### src/rtl/core_seq_pkg.sv
// Shared types and constants for the NPU run sequencer.
package core_seq_pkg;

  localparam int unsigned COL       = 8;
  localparam int unsigned ADDR_W    = 4;
  localparam int unsigned DRAIN_CYC = 10;
  localparam int unsigned CNT_W     = ADDR_W + 1;
  localparam int unsigned INST_W    = 20;

  // Core instruction word bit positions
  localparam int unsigned INST_SFP_WR2PMEM = 19;
  localparam int unsigned INST_SFP_DIV     = 18;
  localparam int unsigned INST_SFP_ACC     = 17;
  localparam int unsigned INST_OFIFO_RD    = 16;
  localparam int unsigned INST_QK_ADD_LSB  = 12;
  localparam int unsigned INST_P_ADD_LSB   = 8;
  localparam int unsigned INST_EXECUTE     = 7;
  localparam int unsigned INST_LOAD        = 6;
  localparam int unsigned INST_QMEM_RD     = 5;
  localparam int unsigned INST_QMEM_WR     = 4;
  localparam int unsigned INST_KMEM_RD     = 3;
  localparam int unsigned INST_KMEM_WR     = 2;
  localparam int unsigned INST_PMEM_RD     = 1;
  localparam int unsigned INST_PMEM_WR     = 0;

  typedef enum logic [3:0] {
    IDLE, WR_K, WR_Q, LD_K, EXEC, DRAIN, OFIFO, ACC, DIV, DONE
  } state_t;

  // DIV row sub-steps: read pmem, divide, write back
  typedef enum logic [1:0] {
    SUB_R, SUB_D, SUB_W
  } substep_t;

endpackage

### src/rtl/core_seq_if.sv
// Host-side handshake and instruction bus of the sequencer.
interface core_seq_if;
  logic                                 start;
  logic [core_seq_pkg::ADDR_W-1:0]      len_m1;
  logic                                 ext_req;
  logic                                 ext_vld;
  logic [core_seq_pkg::INST_W-1:0]      inst;
  logic                                 busy;
  logic                                 done;

  modport master (output start, len_m1, ext_vld, input ext_req, inst, busy, done);
  modport slave  (input start, len_m1, ext_vld, output ext_req, inst, busy, done);
endinterface

### src/rtl/core_seq_inst_enc.sv
// Combinational decode of sequencer state into the core instruction word.
module core_seq_inst_enc
  import core_seq_pkg::*;
(
  input  state_t              state,
  input  substep_t            sub,
  input  logic [CNT_W-1:0]    cnt,
  input  logic [ADDR_W-1:0]   len,
  input  logic                ext_vld,
  output logic [INST_W-1:0]   inst
);

  logic [ADDR_W-1:0] addr;
  logic [CNT_W-1:0]  last_row;

  assign addr     = cnt[ADDR_W-1:0];
  assign last_row = {1'b0, len};

  // Per-state instruction bits; anything not named stays zero
  always_comb begin
    inst = '0;
    case (state)
      WR_K: begin
        if (ext_vld) begin
          inst[INST_KMEM_WR] = 1'b1;
          inst[INST_QK_ADD_LSB +: ADDR_W] = addr;
        end
      end
      WR_Q: begin
        if (ext_vld) begin
          inst[INST_QMEM_WR] = 1'b1;
          inst[INST_QK_ADD_LSB +: ADDR_W] = addr;
        end
      end
      LD_K: begin
        // Final cycle keeps load high to cover the SRAM read latency
        inst[INST_LOAD] = 1'b1;
        if (cnt < CNT_W'(COL)) begin
          inst[INST_KMEM_RD] = 1'b1;
          inst[INST_QK_ADD_LSB +: ADDR_W] = addr;
        end
      end
      EXEC: begin
        inst[INST_EXECUTE] = 1'b1;
        if (cnt <= last_row) begin
          inst[INST_QMEM_RD] = 1'b1;
          inst[INST_QK_ADD_LSB +: ADDR_W] = addr;
        end
      end
      OFIFO: begin
        inst[INST_OFIFO_RD] = 1'b1;
        inst[INST_PMEM_WR]  = 1'b1;
        inst[INST_P_ADD_LSB +: ADDR_W] = addr;
      end
      ACC: begin
        // Accumulate trails the pmem read by one cycle
        if (cnt <= last_row) begin
          inst[INST_PMEM_RD] = 1'b1;
          inst[INST_P_ADD_LSB +: ADDR_W] = addr;
        end
        if (cnt != '0) inst[INST_SFP_ACC] = 1'b1;
      end
      DIV: begin
        case (sub)
          SUB_R: begin
            inst[INST_PMEM_RD] = 1'b1;
            inst[INST_P_ADD_LSB +: ADDR_W] = addr;
          end
          SUB_D: inst[INST_SFP_DIV] = 1'b1;
          SUB_W: begin
            inst[INST_PMEM_WR]     = 1'b1;
            inst[INST_SFP_WR2PMEM] = 1'b1;
            inst[INST_P_ADD_LSB +: ADDR_W] = addr;
          end
          default: ;
        endcase
      end
      default: ;
    endcase
  end

endmodule

### src/rtl/core_seq_ctrl.sv
// Run sequencer: steps one attention pass and drives the core instruction word.
module core_seq_ctrl
  import core_seq_pkg::*;
(
  input  logic       clk,
  input  logic       reset,
  core_seq_if.slave  bus
);

  state_t             state;
  substep_t           sub;
  logic [CNT_W-1:0]   cnt;
  logic [ADDR_W-1:0]  len;
  logic               busy_q;
  logic [CNT_W-1:0]   last_row;

  assign last_row = {1'b0, len};

  // Run FSM with phase counter and DIV sub-step
  always_ff @(posedge clk or negedge reset) begin
    if (!reset) begin
      state  <= IDLE;
      sub    <= SUB_R;
      cnt    <= '0;
      len    <= '0;
      busy_q <= 1'b0;
    end else begin
      case (state)
        IDLE: begin
          if (bus.start) begin
            len    <= bus.len_m1;
            cnt    <= '0;
            busy_q <= 1'b1;
            state  <= WR_K;
          end
        end
        WR_K: begin
          if (bus.ext_vld) begin
            if (cnt == CNT_W'(COL - 1)) begin
              cnt   <= '0;
              state <= WR_Q;
            end else begin
              cnt <= cnt + CNT_W'(1);
            end
          end
        end
        WR_Q: begin
          if (bus.ext_vld) begin
            if (cnt == last_row) begin
              cnt   <= '0;
              state <= LD_K;
            end else begin
              cnt <= cnt + CNT_W'(1);
            end
          end
        end
        LD_K: begin
          if (cnt == CNT_W'(COL)) begin
            cnt   <= '0;
            state <= EXEC;
          end else begin
            cnt <= cnt + CNT_W'(1);
          end
        end
        EXEC: begin
          if (cnt == last_row + CNT_W'(1)) begin
            cnt   <= '0;
            state <= DRAIN;
          end else begin
            cnt <= cnt + CNT_W'(1);
          end
        end
        DRAIN: begin
          if (cnt == CNT_W'(DRAIN_CYC - 1)) begin
            cnt   <= '0;
            state <= OFIFO;
          end else begin
            cnt <= cnt + CNT_W'(1);
          end
        end
        OFIFO: begin
          if (cnt == last_row) begin
            cnt   <= '0;
            state <= ACC;
          end else begin
            cnt <= cnt + CNT_W'(1);
          end
        end
        ACC: begin
          if (cnt == last_row + CNT_W'(1)) begin
            cnt   <= '0;
            sub   <= SUB_R;
            state <= DIV;
          end else begin
            cnt <= cnt + CNT_W'(1);
          end
        end
        DIV: begin
          case (sub)
            SUB_R: sub <= SUB_D;
            SUB_D: sub <= SUB_W;
            default: begin
              sub <= SUB_R;
              if (cnt == last_row) begin
                cnt   <= '0;
                state <= DONE;
              end else begin
                cnt <= cnt + CNT_W'(1);
              end
            end
          endcase
        end
        DONE: begin
          busy_q <= 1'b0;
          state  <= IDLE;
        end
        default: state <= IDLE;
      endcase
    end
  end

  core_seq_inst_enc u_enc (
    .state   (state),
    .sub     (sub),
    .cnt     (cnt),
    .len     (len),
    .ext_vld (bus.ext_vld),
    .inst    (bus.inst)
  );

  assign bus.ext_req = (state == WR_K) || (state == WR_Q);
  assign bus.done    = (state == DONE);
  assign bus.busy    = busy_q;

endmodule

### src/flat_wrapper.sv
// flat-port wrapper written by rule: the top's interface ports become plain ports
module core_seq_ctrl_flat import core_seq_pkg::*;
  (clk, reset, bus_start, bus_len_m1, bus_ext_vld, bus_ext_req, bus_inst, bus_busy, bus_done);
  core_seq_if bus_i ();
  input  logic clk;
  input  logic reset;
  input wire logic [$bits(bus_i.start)-1:0] bus_start;
  input wire logic [$bits(bus_i.len_m1)-1:0] bus_len_m1;
  input wire logic [$bits(bus_i.ext_vld)-1:0] bus_ext_vld;
  output wire logic [$bits(bus_i.ext_req)-1:0] bus_ext_req;
  output wire logic [$bits(bus_i.inst)-1:0] bus_inst;
  output wire logic [$bits(bus_i.busy)-1:0] bus_busy;
  output wire logic [$bits(bus_i.done)-1:0] bus_done;
  assign bus_i.start = bus_start;
  assign bus_i.len_m1 = bus_len_m1;
  assign bus_i.ext_vld = bus_ext_vld;
  assign bus_ext_req = bus_i.ext_req;
  assign bus_inst = bus_i.inst;
  assign bus_busy = bus_i.busy;
  assign bus_done = bus_i.done;
  core_seq_ctrl u_core (.clk(clk), .reset(reset), .bus(bus_i));
endmodule
### config.mk
export PLATFORM = sky130hd
export DESIGN_NAME = core_seq_ctrl_flat
export DESIGN_NICKNAME = d
export VERILOG_FILES = /design/src/rtl/core_seq_pkg.sv /design/src/rtl/core_seq_if.sv /design/src/rtl/core_seq_inst_enc.sv /design/src/rtl/core_seq_ctrl.sv /design/src/flat_wrapper.sv
export SDC_FILE = /design/constraint.sdc
export NUM_CORES = 1
export LEC_CHECK = 0
export CELL_PAD_IN_SITES_DETAIL_PLACEMENT = 0
export CELL_PAD_IN_SITES_GLOBAL_PLACEMENT = 1
export CORE_MARGIN = 2
export CORE_UTILIZATION = 35
export CTS_BUF_LIST = sky130_fd_sc_hd__clkbuf_8
export CTS_CLUSTER_SIZE = 16
export DETAILED_ROUTE_END_ITERATION = 10
export PLACE_DENSITY = 0.77
export SLEW_MARGIN = 10
export SYNTH_ARGS = -nofsm -noshare
export SYNTH_HDL_FRONTEND = slang
export SYNTH_SLANG_ARGS = --single-unit
### constraint.sdc
create_clock -name clk -period 4.8 [get_ports clk]
set_input_delay 0.96 -clock clk [delete_from_list [all_inputs] [get_ports clk]]
set_output_delay 0.96 -clock clk [all_outputs]
set_load 0.05 [all_outputs]
; ---- Word-level counts from Yosys, hierarchy flattened
; Cells that the tools add are included.
[word_totals]
regBits = 16
input_bits = 8
output_inout_bits = 23
[classes]
add_sub_neg = 2
magnitude_cmp = 2
n_eq_ne = 28
mux = 52
reduce_logical = 16
[ops]
columns = operator, n
row1 = 4-bit two-way mux, 16
row2 = 5-bit two-way mux, 9
row3 = 5-bit one-hot mux with 8 select lines, 1
row4 = 4-bit one-hot mux with 9 select lines, 1
row5 = 4-bit one-hot mux with 3 select lines, 2
row6 = 4-bit by 3-bit == test with 1-bit output (second input constant), 4
row7 = 1-bit two-way mux, 16
row8 = 2-bit by 1-bit != test with 1-bit output (second input constant), 8
row9 = 12-bit AND reduction, 1
row10 = 5-bit by 4-bit == test with 1-bit output (second input constant), 2
row11 = 4-bit by 2-bit == test with 1-bit output (second input constant), 2
row12 = 4-bit == test (second input constant), 2
row13 = 2-bit != test (second input constant), 4
row14 = 2-bit one-hot mux with 2 select lines, 2
row15 = 8-bit nonzero test, 1
row16 = 2-bit OR reduction, 4
row17 = 1-bit one-hot mux with 2 select lines, 3
row18 = 2-bit AND reduction, 3
row19 = 4-bit by 1-bit adder with 5-bit output (second input constant), 1
row20 = 5-bit by 1-bit adder with 5-bit output (second input constant), 1
row21 = 5-bit by 3-bit == test with 1-bit output (second input constant), 1
row22 = 5-bit by 4-bit == test with 1-bit output, 1
row23 = 5-bit == test, 1
row24 = 5-bit by 4-bit less-or-equal comparator with 1-bit output, 1
row25 = 11 further kinds, 13

; ---- Logic depth before layout (Yosys ltp)
[logic_depth]
word_depth = 4
mapped_depth = 9

; ---- By module
; Synthesis repeated with hierarchy kept, for this count alone.
[hier_totals]
cells_unflattened = 181
area_unflattened_um2 = 1545.2
[by_module_without_submodules]
columns = mod, n_inst, cells_each, area_each_um2, seq_area_each_um2
row1 = core_seq_ctrl, 1, 128, 1166.1, 400.4
row2 = core_seq_inst_enc, 1, 53, 379.1, 0.0

; ---- Worst setup path after synthesis
; Ideal clock, no wire load.
[synth_path]
path_kind = register to output
from = register u_core.len[2]
to = output port bus_inst[12]
arrival_ns = 3.437
required_time_ns = 3.840
slack_ns = 0.403
path_stages_with_launch = 10
n_path_buf = 1
path_cell_list = dfrtp_1 > buf_2 > inv_1 > ha_1 > nand3_1 > nor3b_1 > a21oi_1 > nor3_1 > o21bai_1 > nor2_1
[synth_via]
elab_chain_len = 3
[synth_rtl]
columns = item, line
row1 = start: declaration, core_seq_ctrl.sv:13  ; logic [ADDR_W-1:0] len;
row2 = start signal: assignment, core_seq_ctrl.sv:31  ; len <= bus.len_m1;
row3 = 5-bit by 4-bit less-or-equal comparator with 1-bit output, core_seq_inst_enc.sv:45  ; if (cnt <= last_row) begin
row4 = 4-bit two-way mux, core_seq_inst_enc.sv:45
row5 = 4-bit one-hot mux with 3 select lines, core_seq_inst_enc.sv:22  ; case (state)
row6 = end: declaration, flat_wrapper.sv:11  ; output wire logic [$bits(bus_i.inst)-1:0] bus_inst;
; Every way passes these cells.

; ---- Final worst setup path
[layout_path]
from = register u_core.cnt[2]
to = output port bus_inst[13]
[layout_via]
elab_chain_len = 3
word_cells_on_any_way = 5
cone_classes = 2 x order compare / 3 x mux
[layout_rtl]
columns = item, line
row1 = start: declaration, core_seq_ctrl.sv:12  ; logic [CNT_W-1:0] cnt;
row2 = start signal: assignment, core_seq_ctrl.sv:43  ; cnt <= cnt + CNT_W'(1);
row3 = start signal: assignment, core_seq_ctrl.sv:53  ; cnt <= cnt + CNT_W'(1);
row4 = start signal: assignment, core_seq_ctrl.sv:62  ; cnt <= cnt + CNT_W'(1);
row5 = 5-bit by 4-bit less-or-equal comparator with 1-bit output or 5-bit by 4-bit less-than comparator with 1-bit output (tied branches), "core_seq_inst_enc.sv:45, core_seq_inst_enc.sv:38"
row6 = "4-bit two-way mux, on equally long branches", "core_seq_inst_enc.sv:45, core_seq_inst_enc.sv:38"
row7 = 4-bit one-hot mux with 3 select lines *, core_seq_inst_enc.sv:22
; Mark *: on every way between the ends. The rest lies on a longest branch, timed or not.

==> impl_metrics.py <==
metrics = {
    "timing": {
        "maxSlewHeadroom_pct": 47.0,
        "post-route-period-util_pct": 85.9,
        "hold_viol": 0,
        "setup_viol": 0,
        "finalSetupTns_ns": 0,
        "tightest_slew_ns": 0.793,
        "max_freq_mhz": 242,
        "skew_ns": 0.00243,
        "slew_viol_final": 0,
        "fin_crit_ns": 4.12,
        "rsz0062_at_grt": "no",
    },
    "cts": {
        "cts_tree": "done",
        "cts_repair_resize_count": 0,
        "clkLatencyLatePin_ns": 0.24,
        "cts_setup_buffers": 0,
        "h-tree-depth": 1,
        "cts_made_buffers": 3,
        "cts_hold_buffers": 0,
        "cts_sinks": 16,
        "path_clk_slew_ns": 0.07,
        "root_buffer": "clkbuf_8",
        "clock_path_buffers": 2,
    },
    "critical_path": {
        "path_class": "register to primary output",
        "end_kind": "primary output",
        "reg2reg_slack_ns": 2.38,
        "required_ns": 3.84,
        "cp_slowest_cell": "clkdlybuf4s50_1",
        "path_cells": "ha_1 -> nand3_1 -> nor3b_1 -> a21oi_1 -> nor3_1 -> o21bai_1 -> nor2_1 -> clkdlybuf4s50_1",
        "critPathLaunch": "u_core.cnt[2]$_DFFE_PN0P_",
        "r2r_start": "u_core.cnt[2]$_DFFE_PN0P_",
        "cp_max_fo": 11,
        "r2r_cells": 7,
        "worst_path_largest_cell_delay_ns": 0.81,
        "reg2reg_to": "u_core.cnt[3]$_DFFE_PN0P_",
        "arrival_ns": 3.16,
        "worst_setup_path_start_kind": "register",
    },
    "finish": {
        "final_common_cell": "clkdlybuf4s50_1",
        "area_growth_pct": 23.7,
        "drive_gt1_share_pct": 11.4,
        "diodes": 0,
        "final_cell_mix": "clkdlybuf4s50_1 (30), nor2_1 (22), dfrtp_1 (16), nand2_1 (12), inv_1 (10)",
        "nets": 210,
        "final_cells": 243,
    },
    "logic_synthesis": {
        "synth-seq-cells": 16,
        "synth_seq_area_share_pct": 27.2,
        "synth-edff-count": 0,
        "syn-num-nets": 186,
        "synthDistinctLibCells": 54,
        "synth_area_per_cell_sq_um": 8.65,
        "synth_cells": 170,
        "synth_ff_type": "dfrtp_1",
        "yosysWarnings": 0,
        "syn-cell-area_sq_um": 1470,
        "synthArstFlopShare_pct": 100,
    },
    "global_route": {
        "antenna_found_initial": 0,
        "grt_pass1_wl_microns": 6260,
        "overflow": 0,
        "grt_max_degree": 21,
        "track_usage_pct": 17.6,
        "grt_pass1_vias": 1314,
    },
    "floorplanning": {
        "initial_core_util_pct": 36.5,
        "io_pins": 31,
        "die_area_sq_um": 4730,
        "core_area_sq_um": 4030,
        "die-width_microns": 68.8,
        "die_h_microns": 68.8,
        "row_count": 23,
    },
    "placed_design": {
        "port_buffers": 30,
        "dp.cells": 239,
        "place_congestion": 0.854,
        "dp_hpwl_microns": 2810,
    },
    "detailed_routing": {
        "final_antenna_net_count": 0,
        "drc": 0,
        "vias": 1323,
        "drtIter0Drc": 79,
        "detail_route.wl_per_cell_microns": 15.5,
        "wl_microns": 3760,
        "drtPass1Iterations": 4,
        "viasPerCell": 5.44,
    },
    "hold_path": {
        "hold_class": "register to register",
        "min_from": "u_core.bus.busy$_DFFE_PN0P_",
        "whs_path_depth": 2,
        "min_to": "u_core.bus.busy$_DFFE_PN0P_",
    },
    "flow_run": {
        "drv_cap": 0,
    },
    "power_and_ir_drop": {
        "power.density_nw_per_um2": 762,
        "p_leak_nw": 0.766,
        "ir_drop_v": 0.000364,
    },
    "status": {
        "status": "finished, final reports clean",
    },
}
synthesized netlist by cell type (all sizes together) (2+ instances only):
library cell,n,area (sq um)
a21o,2,15.0
o211ai,2,20.0
nand2b,5,38.8
ha,8,100
o2bb2ai,2,17.5
nor3,5,25.0
a21oi,10,61.3
and2,2,12.5
xnor2,4,35.0
mux2i,3,30.0
a2111oi,2,42.5
a221oi,2,23.8
nor2,22,82.6
nor3b,2,15.0
o21bai,2,15.0
clkbuf,3,11.3
inv,10,37.5
or2,3,18.8
o21ai,6,33.8
xor2,2,17.5
a22o,2,17.5
and3,3,18.8
nand3,6,30.0
buf,8,57.6
nor2b,3,18.8
mux2,6,67.6
dfrtp,16,400
nand2,12,45.0
layout make-up:
| cell class | count | area, sq um |
|---|---|---|
| Sequential cell | 16 | 400 |
| Timing Repair Buffer | 30 | 300 |
| Inverter | 10 | 37.5 |
| Fill cell | 397 | 2210 |
| Tap cell | 50 | 62.6 |
| Multi-Input combinational cell | 133 | 963 |
| Clock buffer | 4 | 55.1 |
layer usage:
metal  part of all wire (%)  up-vias  global-route usage, %
met5                      0        -                      0
met2                     46       39                   29.9
met3                    5.7        2                   2.11
met1                     47      633                   23.6
met4                   0.45        0                   4.90
li1                       -      649                      -
worst max-delay path, delay by kind of cell, from the launching register on:
kind                     cells  cell delay (ns)
adder cells (fa/ha/maj)      1             0.37
AND/OR/NAND/NOR              4             0.86
AO/OA/AOI/OAI                2             0.35
flip-flops                   1             0.52
buffers and inverters        1             0.81
report_power, final:
| group | internal [mW] | switching [mW] | total [mW] |
|---|---|---|---|
| Sequential | 0.184 | 0.117 | 0.301 |
| Combinational | 0.381 | 0.583 | 0.964 |
| Clock | 0.0727 | 0.0473 | 0.120 |
| Total | 0.638 | 0.747 | 1.39 |
stage by stage:
stage	instance area [sq um]	setup WS (ns)	utilization [%]	hold WS, ns	power [mW]
after floorplan	1470	0.403	-	0.507	1.04
after global placement	1760	0.904	43.8	0.500	1.24
after detailed placement	1760	0.860	43.8	0.505	1.26
after CTS	1820	0.670	45.2	0.516	1.39
after global routing	1820	0.401	45.2	0.535	1.49
final	1820	0.676	45.2	0.513	1.39
flip-flops by register name, summed over array words and instances, names as in the netlist:
register and cells:
u_core.cnt 5, u_core.len 4, u_core.state 4, u_core.sub 2, u_core.bus.busy 1
worst max-delay path by stage:
stage                        end  cells after the start  slack, ns
floorplan           bus_inst[12]                      9       0.40
global placement    bus_inst[12]                      7       0.90
detailed placement  bus_inst[13]                      7       0.86
CTS                 bus_inst[13]                      8       0.67
global route        bus_inst[13]                      8       0.40
finish              bus_inst[13]                      8       0.68
logic make-up (layout without fill, tap and decap cells):
logic type,Yosys count,after routing,synth area share (%)
mux,9,9,6.64
buf+inv,21,44,7.23
xor+xnor,6,6,3.57
compound gates,42,42,25.1
simple gates,68,68,23.4
flops,16,16,27.2
fa+ha+maj,8,8,6.81
Power figures use the tool's default switching activity.
